--- src/rtl/lcd_bus_receiver.sv ---
// rtl/lcd_bus_receiver.sv - 8080-style LCD write-bus receiver decoding CASET/PASET/RAMWR into pixel writes
module lcd_bus_receiver #(
  parameter int WIDTH       = 320,
  parameter int HEIGHT      = 240,
  parameter int SYNC_STAGES = 2,
  localparam int XW = $clog2(WIDTH),
  localparam int YW = $clog2(HEIGHT)
) (
  input  logic          clk,
  input  logic          reset,
  input  logic [7:0]    lcd_db,
  input  logic          lcd_wr,
  input  logic          lcd_d_c,
  input  logic          lcd_rd,
  input  logic          lcd_reset,
  output logic          pix_valid,
  output logic [XW-1:0] pix_x,
  output logic [YW-1:0] pix_y,
  output logic [15:0]   pix_rgb,
  output logic          frame_start,
  output logic          cmd_valid,
  output logic [7:0]    cmd_byte,
  output logic          proto_err
);

  typedef enum logic [2:0] {IDLE, CASET, PASET, RAMWR, SKIP} state_t;

  logic [SYNC_STAGES-1:0] wr_sq, rd_sq, rst_sq, dc_sq;
  logic [7:0]             db_sq [SYNC_STAGES];
  logic                   wr_prev_q;

  always_ff @(posedge clk) begin
    if (reset) begin
      wr_sq     <= '1;
      rd_sq     <= '1;
      rst_sq    <= '1;
      dc_sq     <= '0;
      wr_prev_q <= 1'b1;
      for (int i = 0; i < SYNC_STAGES; i++) db_sq[i] <= '0;
    end else begin
      wr_sq     <= {wr_sq[SYNC_STAGES-2:0], lcd_wr};
      rd_sq     <= {rd_sq[SYNC_STAGES-2:0], lcd_rd};
      rst_sq    <= {rst_sq[SYNC_STAGES-2:0], lcd_reset};
      dc_sq     <= {dc_sq[SYNC_STAGES-2:0], lcd_d_c};
      wr_prev_q <= wr_sq[SYNC_STAGES-1];
      db_sq[0]  <= lcd_db;
      for (int i = 1; i < SYNC_STAGES; i++) db_sq[i] <= db_sq[i-1];
    end
  end

  logic       rst_s, dc_s, write_ev;
  logic [7:0] db_s;
  assign rst_s    = rst_sq[SYNC_STAGES-1];
  assign dc_s     = dc_sq[SYNC_STAGES-1];
  assign db_s     = db_sq[SYNC_STAGES-1];
  assign write_ev = wr_sq[SYNC_STAGES-1] & ~wr_prev_q & rd_sq[SYNC_STAGES-1] & rst_s;

  function automatic logic [XW-1:0] clamp_x(input logic [15:0] v);
    if (32'(v) >= WIDTH) return XW'(WIDTH - 1);
    return v[XW-1:0];
  endfunction

  function automatic logic [YW-1:0] clamp_y(input logic [15:0] v);
    if (32'(v) >= HEIGHT) return YW'(HEIGHT - 1);
    return v[YW-1:0];
  endfunction

  state_t        state_q, state_d;
  logic [2:0]    idx_q, idx_d;
  logic          half_q, half_d;
  logic [7:0]    hi_q, hi_d;
  logic [23:0]   par_q, par_d;
  logic [XW-1:0] xs_q, xs_d, xe_q, xe_d, x_q, x_d, pix_x_q, pix_x_d;
  logic [YW-1:0] ys_q, ys_d, ye_q, ye_d, y_q, y_d, pix_y_q, pix_y_d;
  logic [15:0]   pix_rgb_q, pix_rgb_d;
  logic [7:0]    cmd_byte_q, cmd_byte_d;
  logic          pix_valid_q, pix_valid_d, frame_start_q, frame_start_d;
  logic          cmd_valid_q, cmd_valid_d, proto_err_q, proto_err_d;

  // Candidate window at commit: start from bytes 0-1, end from byte 2 plus the current byte.
  logic [XW-1:0] cx_s, cx_e_raw, cx_e;
  logic [YW-1:0] cy_s, cy_e_raw, cy_e;
  assign cx_s     = clamp_x(par_q[23:8]);
  assign cx_e_raw = clamp_x({par_q[7:0], db_s});
  assign cx_e     = (cx_s > cx_e_raw) ? cx_s : cx_e_raw;
  assign cy_s     = clamp_y(par_q[23:8]);
  assign cy_e_raw = clamp_y({par_q[7:0], db_s});
  assign cy_e     = (cy_s > cy_e_raw) ? cy_s : cy_e_raw;

  always_comb begin
    state_d       = state_q;
    idx_d         = idx_q;
    half_d        = half_q;
    hi_d          = hi_q;
    par_d         = par_q;
    xs_d          = xs_q;
    xe_d          = xe_q;
    ys_d          = ys_q;
    ye_d          = ye_q;
    x_d           = x_q;
    y_d           = y_q;
    pix_x_d       = pix_x_q;
    pix_y_d       = pix_y_q;
    pix_rgb_d     = pix_rgb_q;
    cmd_byte_d    = cmd_byte_q;
    proto_err_d   = proto_err_q;
    pix_valid_d   = 1'b0;
    frame_start_d = 1'b0;
    cmd_valid_d   = 1'b0;
    if (!rst_s) begin
      state_d     = IDLE;
      idx_d       = '0;
      half_d      = 1'b0;
      xs_d        = '0;
      xe_d        = XW'(WIDTH - 1);
      ys_d        = '0;
      ye_d        = YW'(HEIGHT - 1);
      proto_err_d = 1'b0;
    end else if (write_ev && !dc_s) begin
      cmd_valid_d = 1'b1;
      cmd_byte_d  = db_s;
      idx_d       = '0;
      half_d      = 1'b0;
      if ((state_q == CASET || state_q == PASET) && idx_q != 3'd0 && idx_q < 3'd4)
        proto_err_d = 1'b1;
      if (state_q == RAMWR && half_q)
        proto_err_d = 1'b1;
      case (db_s)
        8'h2A:   state_d = CASET;
        8'h2B:   state_d = PASET;
        8'h2C: begin
          state_d       = RAMWR;
          frame_start_d = 1'b1;
          x_d           = xs_q;
          y_d           = ys_q;
        end
        default: state_d = SKIP;
      endcase
    end else if (write_ev) begin
      case (state_q)
        IDLE: proto_err_d = 1'b1;
        CASET, PASET: begin
          if (idx_q < 3'd4) idx_d = idx_q + 3'd1;
          case (idx_q)
            3'd0: par_d[23:16] = db_s;
            3'd1: par_d[15:8]  = db_s;
            3'd2: par_d[7:0]   = db_s;
            3'd3: begin
              if (state_q == CASET) begin
                xs_d = cx_s;
                xe_d = cx_e;
              end else begin
                ys_d = cy_s;
                ye_d = cy_e;
              end
            end
            default: ;
          endcase
        end
        RAMWR: begin
          if (!half_q) begin
            hi_d   = db_s;
            half_d = 1'b1;
          end else begin
            half_d      = 1'b0;
            pix_valid_d = 1'b1;
            pix_rgb_d   = {hi_q, db_s};
            pix_x_d     = x_q;
            pix_y_d     = y_q;
            if (x_q == xe_q) begin
              x_d = xs_q;
              y_d = (y_q == ye_q) ? ys_q : y_q + YW'(1);
            end else begin
              x_d = x_q + XW'(1);
            end
          end
        end
        default: ;
      endcase
    end
  end

  always_ff @(posedge clk) begin
    if (reset) begin
      state_q       <= IDLE;
      idx_q         <= '0;
      half_q        <= 1'b0;
      hi_q          <= '0;
      par_q         <= '0;
      xs_q          <= '0;
      xe_q          <= XW'(WIDTH - 1);
      ys_q          <= '0;
      ye_q          <= YW'(HEIGHT - 1);
      x_q           <= '0;
      y_q           <= '0;
      pix_x_q       <= '0;
      pix_y_q       <= '0;
      pix_rgb_q     <= '0;
      cmd_byte_q    <= '0;
      proto_err_q   <= 1'b0;
      pix_valid_q   <= 1'b0;
      frame_start_q <= 1'b0;
      cmd_valid_q   <= 1'b0;
    end else begin
      state_q       <= state_d;
      idx_q         <= idx_d;
      half_q        <= half_d;
      hi_q          <= hi_d;
      par_q         <= par_d;
      xs_q          <= xs_d;
      xe_q          <= xe_d;
      ys_q          <= ys_d;
      ye_q          <= ye_d;
      x_q           <= x_d;
      y_q           <= y_d;
      pix_x_q       <= pix_x_d;
      pix_y_q       <= pix_y_d;
      pix_rgb_q     <= pix_rgb_d;
      cmd_byte_q    <= cmd_byte_d;
      proto_err_q   <= proto_err_d;
      pix_valid_q   <= pix_valid_d;
      frame_start_q <= frame_start_d;
      cmd_valid_q   <= cmd_valid_d;
    end
  end

  assign pix_valid   = pix_valid_q;
  assign pix_x       = pix_x_q;
  assign pix_y       = pix_y_q;
  assign pix_rgb     = pix_rgb_q;
  assign frame_start = frame_start_q;
  assign cmd_valid   = cmd_valid_q;
  assign cmd_byte    = cmd_byte_q;
  assign proto_err   = proto_err_q;

endmodule

--- config.mk ---
export PLATFORM = sky130hd
export DESIGN_NAME = lcd_bus_receiver
export DESIGN_NICKNAME = d
export VERILOG_FILES = /design/src/rtl/lcd_bus_receiver.sv
export SDC_FILE = /design/constraint.sdc
export NUM_CORES = 1
export LEC_CHECK = 0
export ABC_AREA = 1
export BUFFER_PORTS_ARGS = -buffer_cell sky130_fd_sc_hd__buf_2
export CORE_MARGIN = 1
export CORE_UTILIZATION = 60
export DETAILED_ROUTE_END_ITERATION = 10
export MAX_ROUTING_LAYER = met4
export PLACE_DENSITY_LB_ADDON = 0.2
export SETUP_SLACK_MARGIN = 0.02
export SLEW_MARGIN = 20
export SYNTH_ARGS = -nofsm -noshare
export SYNTH_HDL_FRONTEND = slang
export SYNTH_SLANG_ARGS = --single-unit
--- constraint.sdc ---
create_clock -name clk -period 3.1 [get_ports clk]
set_clock_uncertainty 0.1 [all_clocks]
set_input_delay 0.155 -clock clk [delete_from_list [all_inputs] [get_ports clk]]
set_output_delay 0.155 -clock clk [all_outputs]
set_load 0.01 [all_outputs]
---- After elaboration in Yosys (flattened, before gate mapping) ----
Memory sizes are Yosys's and may differ from the RTL's.
Index checks and enable logic that the tools add are counted.
W data, S select, Z words.
operators by class
  $add $sub $neg .......................... 3
  $lt $le $gt $ge ......................... 7
  equality and inequality tests ........... 13
  muxes and demuxes ....................... 42
  bitwise operators ....................... 12
  reductions and logical operators ........ 32
operators with widths
  kind                   count
  $mux W8                14
  $mux W9                11
  $reduce_and A5 Y1      8
  $ge A16 B8 Y1 const B  2
  $ge A16 B9 Y1 const B  2
  $eq A8 B6 Y1 const B   3
  $mux W1                16
  $eq A3 B2 Y1 const B   4
  $reduce_bool A2 Y1     5
  $add A9 B1 Y9 const B  1
  $eq A9 B9 Y1           1
  $gt A9 B9 Y1           1
  $pmux W3 S3            1
  $add A8 B1 Y8 const B  1
  $eq A8 B8 Y1           1
  $gt A8 B8 Y1           1
  $not A1 Y1             7
  $eq A3 B1 Y1 const B   2
  $logic_not A3 Y1       2
  $reduce_and A3 Y1      2
  $reduce_and A6 Y1      1
  $reduce_or A3 Y1       2
  $reduce_or A5 Y1       1
  $logic_and A1 B1 Y1    4
  other kinds (11)       16
word-level totals
  flip-flop bits (word level) ............. 144
  RAM bits ................................ 16
  output and inout bits ................... 45
  word-level logic and storage cells ...... 136
  memories kept ........................... 1
memory list
  memory  depth  bits a word  read ports  clocked after memory_dff  write ports  line  text
  db_sq   2      8            2           0                         2            29    logic [7:0] db_sq [SYNC_STAGES];

---- Depth between registers and ports, before layout ----
Gate-level depths: netlist of the first run.
  depth in word-level cells ............... 7
  mapped depth ............................ 17
  gate-level depth less buffers ........... 17

---- Least setup slack after synthesis of the first run ----
No wires, ideal clock.
  path kind ............................... reg2reg
  start point ............................. reg par_q[20]
  end point ............................... reg ye_q[5]
  library setup time ...................... 0.119 ns
  arrival time ............................ 2.237 ns
  data required time ...................... 2.881 ns
  setup slack ............................. 0.645 ns
  stages on the path, launching flop included .. 17
  buffers on the path ..................... 1
  period minus slack after synthesis ...... 2.455 ns
  cells stage by stage .................... dfxtp_1 nor2_1 nand2_1 nor2_1 o21ai_1 nor2_1 inv_1 ha_1 a21oi_1 nor2_1 nor3_1 nand2_1 nand2_1 clkbuf_1 a21oi_1 o21ai_0 nand2_1
between the ends
  word-level cells in the longest chain between the ends .. 5
ends and longest elaborated chain
  what                    line  text
  start, declared         72    logic [23:0] par_q, par_d;
  start signal, assigned  209   par_q <= par_d;
  $ge A16 B8 Y1 *         64    if (32'(v) >= HEIGHT) return YW'(HEIGHT - 1);
  $mux W1 *               64
  $mux W8 *               65    return v[YW-1:0];
  named net cy_s[5]       82    logic [YW-1:0] cy_s, cy_e_raw, cy_e;
  $gt A8 B8 Y1            88    assign cy_e = (cy_s > cy_e_raw) ? cy_s : cy_e_raw;
  $mux W8 *               88
  end signal, assigned    193   ye_q <= YW'(HEIGHT - 1);
  end signal, assigned    213   ye_q <= ye_d;
  end, declared           74    logic [YW-1:0] ys_q, ys_d, ye_q, ye_d, y_q, y_d, pix_y_q, pix_y_d;
Mark *: on every way through the listed nets, which the timed path passes. The rest lies on a longest branch.
A chain may end at the register's enable or synchronous reset.

---- Worst setup path in the final report of the first run ----
  start point ............................. reg par_q[22]
  end point ............................... reg xe_q[7]
between the ends
  word-level cells in the longest chain between the ends .. 5
ends and longest elaborated chain
  what                  line  text
  $ge A16 B9 Y1         59    if (32'(v) >= WIDTH) return XW'(WIDTH - 1);
  $mux W1               59
  $mux W9               60    return v[XW-1:0];
  named net cx_s[8]     81    logic [XW-1:0] cx_s, cx_e_raw, cx_e;
  $gt A9 B9 Y1          85    assign cx_e = (cx_s > cx_e_raw) ? cx_s : cx_e_raw;
  $mux W9               85
  end signal, assigned  191   xe_q <= XW'(WIDTH - 1);
  end, declared         73    logic [XW-1:0] xs_q, xs_d, xe_q, xe_d, x_q, x_d, pix_x_q, pix_x_d;
The timed path passes the listed nets, and every way through them passes these cells.

==> results of run 1 <==
## flip-flops by register name (all words and copies together) (netlist names), 2 cells and up
name,count
ys_q,8
cmd_byte,8
pix_y,8
x_q,9
idx_q,3
pix_x,9
xe_q,9
rst_sq,2
dc_sq,2
hi_q,8
y_q,8
pix_rgb,16
wr_sq,2
db_sq,16
par_q,24
ye_q,8
rd_sq,2
state_q,3
xs_q,9
## report_power, final
| group | switching, mW | internal, mW |
|---|---|---|
| logic | 0.137 | 0.0666 |
| clock network | 0.882 | 1.45 |
| registers | 0.0167 | 2.08 |
| total | 1.04 | 3.59 |
## timing repair
item | CTS | global route
hold buffers | 12 | 0
gates resized for setup | 0 | 1
endpoints found under the hold margin | 12 | 0
endpoints found under the setup margin | 0 | 8
buffers inserted | 0 | 0
## stage by stage
step	setup WS, ns	power [mW]	util (%)	hold WS (ns)
after floorplan	0.6447	2.271	-	0.1588
after global placement	0.2457	2.322	65.28	0.2371
after detailed placement	0.2777	2.325	65.28	0.2442
after CTS	0.2453	4.637	72.03	0.1411
after global routing	0.04818	4.761	72.06	0.1521
final	0.2953	4.625	72.06	0.1488
## per-layer routing
layer	wire length [um]	global-route usage [%]	vias up
met2	7944	46.96	213
met4	310	10.72	0
met3	1000	6.780	27
met5	0	-	-
met1	7934	38.28	2903
li1	-	-	3299
## logic make-up (layout without fill, tap and decap cells)
logic type / count (synthesis) / in the layout / share of synthesized area [%]
flip-flops: 160 / 160 / 44.73
AND/OR/NAND/NOR: 364 / 364 / 22.07
XOR/XNOR: 11 / 11 / 1.345
buffers and inverters: 167 / 242 / 9.523
adder cells (fa/ha/maj): 24 / 24 / 4.194
AO/OA/AOI/OAI: 253 / 253 / 18.14
## final cells by class
| type | count | area (um^2) | share of cell area (%) |
|---|---|---|---|
| multi-input cells | 652 | 3278 | 39.51 |
| flip-flops and latches | 160 | 3203 | 38.60 |
| repair buffers | 81 | 493.0 | 5.941 |
| inverters | 129 | 486.7 | 5.866 |
| clock buffers | 18 | 429.2 | 5.172 |
| clock inverters | 14 | 229.0 | 2.759 |
| well taps | 143 | 178.9 | 2.156 |
## worst max path at each step
| stage | to | start | depth (start not counted) | slack, ns |
|---|---|---|---|---|
| floorplan | ye_q[5] | par_q[20] | 16 | 0.64 |
| global placement | ye_q[1] | par_q[20] | 15 | 0.25 |
| detailed placement | ye_q[1] | par_q[22] | 15 | 0.28 |
| CTS | ye_q[1] | par_q[22] | 15 | 0.25 |
| global route | xe_q[4] | par_q[4] | 15 | 0.05 |
| finish | xe_q[7] | par_q[22] | 15 | 0.30 |
## worst register-to-register path, cell delays in order (launching register included)
cell and delay (ns):
dfxtp_1 0.32, nor2_1 0.17, nand2_1 0.07, nor2_1 0.22, inv_1 0.14, nor2_1 0.32
ha_1 0.22, nand2_1 0.07, nor2_1 0.18, nand4_1 0.11, nand3_1 0.16, nand2_1 0.29
nand2_1 0.16, nand3_1 0.09, nand2_1 0.07, inv_1 0.04
## synth_stat cells (all sizes together), types with 3 or more instances
| master | count |
|---|---|
| dfxtp | 160 |
| nand2 | 160 |
| a21oi | 128 |
| inv | 128 |
| nor2 | 122 |
| o21ai | 113 |
| nand3 | 54 |
| ha | 24 |
| buf | 20 |
| clkbuf | 18 |
| nand4 | 11 |
| or2 | 9 |
| nor3 | 8 |
| xnor2 | 7 |
| xor2 | 4 |
| a21boi | 3 |
==> key figures, run 1 <==
STA
  – Final setup violation count: 0
  – Fmax: 356.5 MHz
  – Pins Over Slew Limit: 0
  – Setup repair after global routing missed its margin: false
  – Setup TNS: 0 ns
  – Min Tclk post-route: 2.805 ns
  – Actual slew at the worst max-slew pin: 1.029 ns
  – Max-Slew Margin vs Limit: 31.12%
  – Hold Vio Cnt, Final: 0
  – Crit share post-route: 90.47%

Floorplanning
  – Die area: 0.01238 mm^2
  – # IOs: 59
  – FP Rows: 39
  – Die Height: 111.2 um
  – Die W: 111.2 um
  – Area of the core: 0.01152 mm^2
  – Starting density of the core: 62.18%

Critical path
  – CP max FO: 15
  – Critical path capture point type: register
  – CP required: 3.32 ns
  – Crit-path slowest cell: dfxtp_1
  – Buf/Inv on CP: 2
  – Most used cell along the critical path: nand2_1
  – RR Startpoint: par_q[22]
  – Flop2flop setup slack: 0.30 ns
  – Reg2reg path depth: 15
  – Reg-to-Reg End: xe_q[7]
  – Critical path, cell by cell: nor2_1, nand2_1, nor2_1, inv_1, nor2_1, ha_1, nand2_1, nor2_1, nand4_1, nand3_1, nand2_1, nand2_1, nand3_1, nand2_1, inv_1
  – Worst path arrival time: 3.03 ns
  – Startpoint types: register
  – Max stage delay on crit path: 0.32 ns
  – Crit-path leading delay family: simple AND/OR/NAND/NOR gates
  – Critical path type: reg -> reg

Job
  – Max-Cap Viols: 0

Logic synthesis
  – Net Count, Synth: 1017
  – Average cell area after synthesis: 7.314 um^2
  – Yosys top cell area share: 44.73%
  – Dominant cell type by area after synthesis: dfxtp_1
  – EDFF count, synth: 0
  – Warnings from Yosys: 0
  – Asr flop ratio synth: 0%
  – Top FF cell, synth: dfxtp_1
  – Area contributors post-synth: dfxtp_1 45%, a21oi_1 8.9%, nand2_1 8.1%, o21ai_0 7.5%, inv_1 6.4%
  – #FFs+latches synth: 160
  – Post-Synthesis Cell Area: 0.007161 mm^2
  – Distinct cell type count after synthesis: 38
  – Cell count after synthesis: 979
  – Post-synthesis sequential area ratio: 44.73%

Power
  – Maximum VDD drop: 722.7 uV
  – Leak Pwr: 3.891 nW
  – PwrDens: 557.3 mW/mm^2

Worst hold path
  – Hold EP: db_sq[0][9]
  – HP Start: reset
  – Hold path cells: 3
  – Path type of the worst min-delay path: in -> reg

Cells and area
  – Most frequent cells in the layout: 160 x dfxtp_1, 154 x nand2_1, 128 x a21oi_1
  – Layout cell share with drive strength beyond 1: 12.14%
  – Area growth from synthesis to layout: 15.88%
  – Most common cell after layout, fill and taps aside: dfxtp_1
  – Number of fill cells: 937
  – Non-filler instance count after layout: 1197
  – Fin nets: 1079
  – Ant diodes: 0
  – Design area: 0.008298 mm^2

Drt
  – Post-DR wirelength/cell: 14.36 um
  – Total number of vias: 6442
  – DR iter-0 viols: 625
  – Detailed Route WL: 17190 um
  – Avg Vias per Cell: 5.382
  – DRT Pass-1 Iters: 8
  – ANT nets after route: 0
  – DRC Markers: 6

Status
  – Status: complete, but fails checks
  – Failing checks: DRC

Clock network
  – CTS tree: built
  – Clk slew on worst S/H paths: 0.07 ns
  – CTS HTree Levels: 4
  – Clock latency on the worst-skew pair: 0.43 ns
  – TritonCTS Buffers: 17
  – CTS Root Cell: clkbuf_16
  – Maximum clock path buffer count: 2
  – CTS Sinks: 160

Placed design
  – Number of port buffers: 58
  – Final HPWL from detailed placement: 11580 um
  – Post-Place Cell Area: 0.007517 mm^2
  – Placed Instances: 1153
  – Global placement routability congestion: 0.9030

Global route
  – Number of global-route vias before repair: 5867
  – Antenna violations before repair: 0
  – GR Overflow Total: 0
  – Total Routing Usage GR: 30.07%
  – First-pass GRT wire length: 28410 um
  – Largest net degree at the start of global routing: 83
Power figures use the tool's default switching activity.
==> run 2, diff against run 1 <==
CORE_ASPECT_RATIO = 1.4   (was default)
CORE_UTILIZATION = 35   (was 60)
==> run 2 against run 1 <==
Compared with the run above:
- the run now ends clean
- routed wire length up 7.0%
- die area up 70%
- setup slack improved by 0.078 ns
- maximum frequency increased by 2.9%
- count of clock-buffer cells in the layout up 2
- largest cell class unchanged
==> key figures, run 2 (synthesized netlist as in run 1, its figures left out) <==
Critical path
  – CP required: 3.31 ns (about the same)
  – CP max FO: 14 (-1)
  – Critical path, cell by cell: nor2_1, nand2_1, nor2_1, o21ai_2, nor2_1, inv_1, ha_1, nand2_1, nor2_1, nor3_1, nand2_1, nand2_2, a21oi_1, o21ai_0, nand2_1
  – Worst path arrival time: 2.94 ns (-0.09 ns)
  – Buf/Inv on CP: 1 (-1)
  – Startpoint types: register
  – Crit-path leading delay family: simple AND/OR/NAND/NOR gates
  – Crit-path slowest cell: dfxtp_1
  – Critical path type: reg -> reg
  – Max stage delay on crit path: 0.31 ns (about the same)
  – Critical path capture point type: register

Placed design
  – Post-Place Cell Area: 0.007681 mm^2 (+2.2%)
  – Final HPWL from detailed placement: 13410 um (+16%)
  – Global placement routability congestion: 0.8576 (-5.0%)
  – Number of port buffers: 58 (unchanged)

Clock network
  – Maximum clock path buffer count: 2 (unchanged)
  – CTS HTree Levels: 4 (unchanged)
  – Clk slew on worst S/H paths: 0.06 ns (about the same)
  – CTS tree: built
  – CTS Root Cell: clkbuf_16
  – CTS Sinks: 160 (unchanged)
  – TritonCTS Buffers: 17 (unchanged)
  – Clock latency on the worst-skew pair: 0.43 ns (about the same)

Cells and area
  – Max reg flops: 24 (unchanged)
  – Sequential cell area: 0.003203 mm^2 (unchanged)
  – Layout cell share with drive strength beyond 1: 12.80% (+0.65 points)
  – Area growth from synthesis to layout: 17.14%
  – Footprint of the multi-input gates: 0.003289 mm^2 (+0.34%)
  – Most common cell after layout, fill and taps aside: dfxtp_1
  – Largest Register: par_q
  – Ant diodes: 0 (unchanged)
  – Most frequent cells in the layout: 160 x dfxtp_1, 153 x nand2_1, 128 x a21oi_1
  – Fin nets: 1081 (+0.19%)
  – Number of fill cells: 2062 (+120%)
  – Design area: 0.008388 mm^2 (+1.1%)

Global route
  – Number of global-route vias before repair: 5745 (-2.1%)
  – Met1 Use GR: 21.91% (-16 points)
  – Total Routing Usage GR: 18.97% (-11 points)
  – Antenna violations before repair: 0 (unchanged)
  – Met3 GRT Util: 2.653% (-4.1 points)
  – Largest net degree at the start of global routing: 64 (-23%)
  – Global route hottest layer: met2
  – First-pass GRT wire length: 29480 um (+3.7%)
  – GR Overflow Total: 0 (unchanged)
  – Met2 Resource Use GR: 32.80% (-14 points)

Job
  – Max-Cap Viols: 0 (unchanged)

Floorplanning
  – Die Height: 171.2 um (+54%)
  – Die area: 0.02104 mm^2 (+70%)
  – Area of the core: 0.01992 mm^2 (+73%)
  – Starting density of the core: 35.95% (-26 points)
  – FP Rows: 61 (+56%)
  – # IOs: 59 (unchanged)
  – Die W: 122.9 um (+10%)

STA
  – Crit share post-route: 87.95% (-2.5 points)
  – Worst hold slack: 0.01937 ns (-0.1294 ns)
  – Setup repair after global routing missed its margin: false
  – Max-Slew Margin vs Limit: 55.42% (+24 points)
  – Pins Over Slew Limit: 0 (unchanged)
  – Setup TNS: 0 ns (unchanged)
  – Min Tclk post-route: 2.726 ns (-0.07840 ns)
  – Actual slew at the worst max-slew pin: 0.6680 ns (-0.3614 ns)
  – Final setup violation count: 0 (unchanged)
  – Fmax: 366.8 MHz (+2.9%)
  – Hold Vio Cnt, Final: 0 (unchanged)

Drt
  – Post-DR wirelength/cell: 14.07 um (-2.0%)
  – ANT nets after route: 0 (unchanged)
  – Total number of vias: 6168 (-4.3%)
  – Detailed Route WL: 18400 um (+7.0%)
  – DR iter-0 viols: 329 (-47%)
  – DRC Markers: 0 (-6)
  – Avg Vias per Cell: 4.719 (-12%)
  – DRT Pass-1 Iters: 4 (-4)

Worst hold path
  – Path type of the worst min-delay path: in -> reg

Power
  – PwrDens: 516.8 mW/mm^2 (-7.3%)
  – Leak Pwr: 3.861 nW (-0.78%)
  – Maximum VDD drop: 402.2 uV (-44%)

Status
  – Status: finished clean
## run 2: cell types whose count changed in the layout (fill, tap and decap cells not counted), moves of 2 or more
cell / delta
clkbuf_8: +3
nor2_2: +2
bufinv_16: -4
clkinvlp_4: +4
nor2_1: -2
inv_6: -2
## run 2: final timing paths
path                    start           end  slack (ns)  cells past startpoint
setup / recovery    par_q[20]       ye_q[2]        0.37                     15
hold / removal          reset     pix_valid        0.02                      2
setup reg to reg    par_q[20]       ye_q[2]        0.37                     15
hold reg to reg   db_sq[0][7]  db_sq[0][15]        0.30                      2
## run 2: cell type report
type / instances / share of cell area [%]
clock inverters: 11 / 1.268
well taps: 252 / 3.759
inverters: 129 / 5.803
multi-input cells: 652 / 39.22
repair buffers: 83 / 6.205
flip-flops and latches: 160 / 38.19
clock buffers: 20 / 5.564
## run 2: power by group
| part | internal, mW | total (mW) | switching, mW |
|---|---|---|---|
| Combinational | 0.0699 | 0.210 | 0.140 |
| Clock | 1.17 | 2.03 | 0.864 |
| Sequential | 2.08 | 2.09 | 0.0175 |
## run 2: through the flow
stage / setup WS (ns) / instances / power (mW) / util [%]
finish: 0.3737 / 1307 / 4.335 / 42.11
global route: 0.05293 / 1307 / 4.516 / 42.11
CTS: 0.07710 / 1307 / 4.390 / 42.04
detailed placement: 0.09144 / 1264 / 2.338 / 38.56
global placement: 0.1520 / 1264 / 2.338 / 38.56
floorplan: 0.6447 / 979 / 2.271 / -
## run 2: worst register-to-register path: cells and delay by family (launching register included)
family,cells,cell delay [ns]
adder cells (fa/ha/maj),1,0.30
flip-flops,1,0.31
AO/OA/AOI/OAI,3,0.36
buffers and inverters,1,0.10
AND/OR/NAND/NOR,10,1.44
## run 2: routing by layer
layer	part of all wire (%)	wire (um)
met5	0	0
met2	51	9416
met4	1.5	276
met1	45	8347
met3	1.9	355
## run 2: repair_timing
| item | 4_1_cts | 5_1_grt |
|---|---|---|
| endpoints found under the hold margin | 12 | 0 |
| hold buffers | 12 | 0 |
| setup buffers | 0 | 0 |
| resized for setup | 0 | 5 |
| setup endpoints to repair | 0 | 12 |
==> run 3, diff against run 2 <==
PLACE_DENSITY = 0.49   (was default)
PLACE_DENSITY_LB_ADDON = default   (was 0.2)
TNS_END_PERCENT = 100   (was default)
==> run 3 against run 2 <==
Compared with the run above:
- die area unchanged
- cell count increased by 0.38%
- via count increased by 1.1%
- flip-flop and latch count unchanged
- routed wire length increased by 2.9%
- power increased by 1.1%
- hold slack improved by 0.0010 ns
- core utilization increased by 0.17 points
- sequential share of layout area decreased by 0.15 points
- global-route usage increased by 0.57 points
- largest cell class unchanged
- largest power group unchanged
==> key figures, run 3 (synthesized netlist as in run 1, its figures left out) <==
Cells and area
  – Layout cell share with drive strength beyond 1: 12.83% (+0.034 points)
  – Most frequent cells in the layout: 160 x dfxtp_1, 154 x nand2_1, 128 x a21oi_1
  – Number of fill cells: 2145 (+4.0%)
  – Design area: 0.008422 mm^2 (+0.40%)
  – Most common cell after layout, fill and taps aside: dfxtp_1
  – Area growth from synthesis to layout: 17.61%
  – Ant diodes: 0 (unchanged)
  – Largest Register: par_q
  – Max reg flops: 24 (unchanged)
  – Non-filler instance count after layout: 1312 (+0.38%)
  – Footprint of the multi-input gates: 0.003278 mm^2 (-0.34%)
  – Sequential cell area: 0.003203 mm^2 (unchanged)
  – Fin nets: 1087 (+0.56%)

STA
  – Final worst slack: 0.2949 ns (-0.07876 ns)
  – Actual slew at the worst max-slew pin: 0.6928 ns (+0.02475 ns)
  – Crit share post-route: 90.49% (+2.5 points)
  – Setup repair after global routing missed its margin: false
  – Worst hold slack: 0.02038 ns (+0.001010 ns)
  – Final setup violation count: 0 (unchanged)
  – Min Tclk post-route: 2.805 ns (+0.07876 ns)
  – Setup TNS: 0 ns (unchanged)
  – Pins Over Slew Limit: 0 (unchanged)
  – Max-Slew Margin vs Limit: 53.75% (-1.7 points)
  – Hold Vio Cnt, Final: 0 (unchanged)
  – Fmax: 356.5 MHz (-2.8%)

Power
  – Leak Pwr: 3.900 nW (+1.0%)
  – PwrDens: 520.2 mW/mm^2 (+0.65%)
  – Maximum VDD drop: 334.4 uV (-17%)

Worst hold path
  – Hold path cells: 2 (unchanged)
  – Path type of the worst min-delay path: in -> reg
  – HP Start: reset
  – Hold EP: y_q[1]

Clock network
  – Clock latency on the worst-skew pair: 0.43 ns (about the same)
  – CTS tree: built
  – CTS Sinks: 160 (unchanged)
  – Maximum clock path buffer count: 2 (unchanged)
  – Clk slew on worst S/H paths: 0.06 ns (about the same)
  – CTS Root Cell: clkbuf_16
  – TritonCTS Buffers: 17 (unchanged)
  – CTS HTree Levels: 4 (unchanged)

Global route
  – Total Routing Usage GR: 19.54% (+0.57 points)
  – Number of global-route vias before repair: 5862 (+2.0%)
  – Antenna violations before repair: 0 (unchanged)
  – Largest net degree at the start of global routing: 64 (unchanged)
  – First-pass GRT wire length: 30440 um (+3.3%)
  – GR Overflow Total: 0 (unchanged)

Critical path
  – Critical path, cell by cell: nor2_1, nand2_1, nor2_1, o21ai_1, nor2_1, inv_1, ha_1, nand2_1, nor2_1, nand4_1, nand2_2, a21oi_1, o21ai_0, nand2_1
  – Critical path capture point type: register
  – CP required: 3.31 ns (about the same)
  – Reg-to-Reg End: ye_q[3]
  – Most used cell along the critical path: nor2_1
  – RR Startpoint: par_q[22]
  – Max stage delay on crit path: 0.31 ns (about the same)
  – Flop2flop setup slack: 0.29 ns (-0.08 ns)
  – Crit-path slowest cell: dfxtp_1
  – Critical path type: reg -> reg
  – Reg2reg path depth: 14 (-1)
  – Worst path arrival time: 3.01 ns (+0.07 ns)
  – CP max FO: 14 (unchanged)
  – Startpoint types: register

Floorplanning
  – Starting density of the core: 35.95% (unchanged)
  – # IOs: 59 (unchanged)
  – Die W: 122.9 um (unchanged)
  – FP Rows: 61 (unchanged)
  – Area of the core: 0.01992 mm^2 (unchanged)
  – Die area: 0.02104 mm^2 (unchanged)
  – Die Height: 171.2 um (unchanged)

Drt
  – Total number of vias: 6237 (+1.1%)
  – DRC Markers: 0 (unchanged)
  – DR iter-0 viols: 296 (-10%)
  – Detailed Route WL: 18930 um (+2.9%)
  – DRT Pass-1 Iters: 4 (unchanged)
  – Post-DR wirelength/cell: 14.43 um (+2.5%)
  – Avg Vias per Cell: 4.754 (+0.73%)
  – ANT nets after route: 0 (unchanged)

Status
  – Status: finished clean

Placed design
  – Global placement routability congestion: 0.8590 (+0.16%)
  – Placed Instances: 1269 (+0.40%)
  – Post-Place Cell Area: 0.007706 mm^2 (+0.33%)
  – Number of port buffers: 58 (unchanged)
  – Final HPWL from detailed placement: 13890 um (+3.6%)
  – Post-place setup slack: 0.2210 ns (+0.1295 ns)

Job
  – Max-Cap Viols: 0 (unchanged)
run 3: critical path, delay by kind of cell, from the launching register on:
| family | cells | cell delay (ns) |
|---|---|---|
| buffers and inverters | 1 | 0.10 |
| and+or+nand+nor | 9 | 1.49 |
| DFF | 1 | 0.31 |
| adders and majority gates | 1 | 0.29 |
| AOI/OAI and AO/OA | 3 | 0.42 |
run 3: final cells by class:
type                       instances  share of cell area, %
clock buffer                      19                  5.378
clock inverter                    11                  1.575
inverter                         129                  5.779
multi-input combinational        652                  38.92
sequential                       160                  38.03
tap                              252                  3.744
timing repair buffer              89                  6.567
run 3: worst max path at each step:
stage,from,endpoint,slack [ns]
6_report,par_q[22],ye_q[3],0.29
4_1_cts,par_q[22],ye_q[3],0.19
5_1_grt,par_q[20],ye_q[7],0.02
2_1_floorplan,par_q[20],ye_q[5],0.64
3_3_place_gp,par_q[22],ye_q[5],0.23
3_5_place_dp,par_q[22],ye_q[3],0.22
run 3: power breakdown:
part	leakage [nW]	internal, mW	switching, mW
registers	1.29	2.08	0.0177
logic	2.32	0.0736	0.141
clock network	0.282	1.23	0.846
total	3.90	3.38	1.00
run 3: timing repair:
action                                 in CTS  in global routing
setup endpoints to repair                   0                 14
setup buffers                               0                  1
hold buffers                               12                  0
resized for setup                           0                  1
endpoints found under the hold margin      12                  0
run 3: metrics by stage:
stage | power, mW | util (%)
4_1_cts | 4.443 | 42.23
3_5_place_dp | 2.343 | 38.68
5_1_grt | 4.564 | 42.28
2_1_floorplan | 2.271 | -
6_report | 4.381 | 42.28
3_3_place_gp | 2.343 | 38.68
run 3: metal layers:
layer	vias to the layer above	GRT usage, %	part of all wire [%]
met2	65	33.27	50
met3	20	3.216	1.7
met5	-	-	0
met1	2842	23.18	47
li1	3310	-	-
met4	0	6.469	1.4
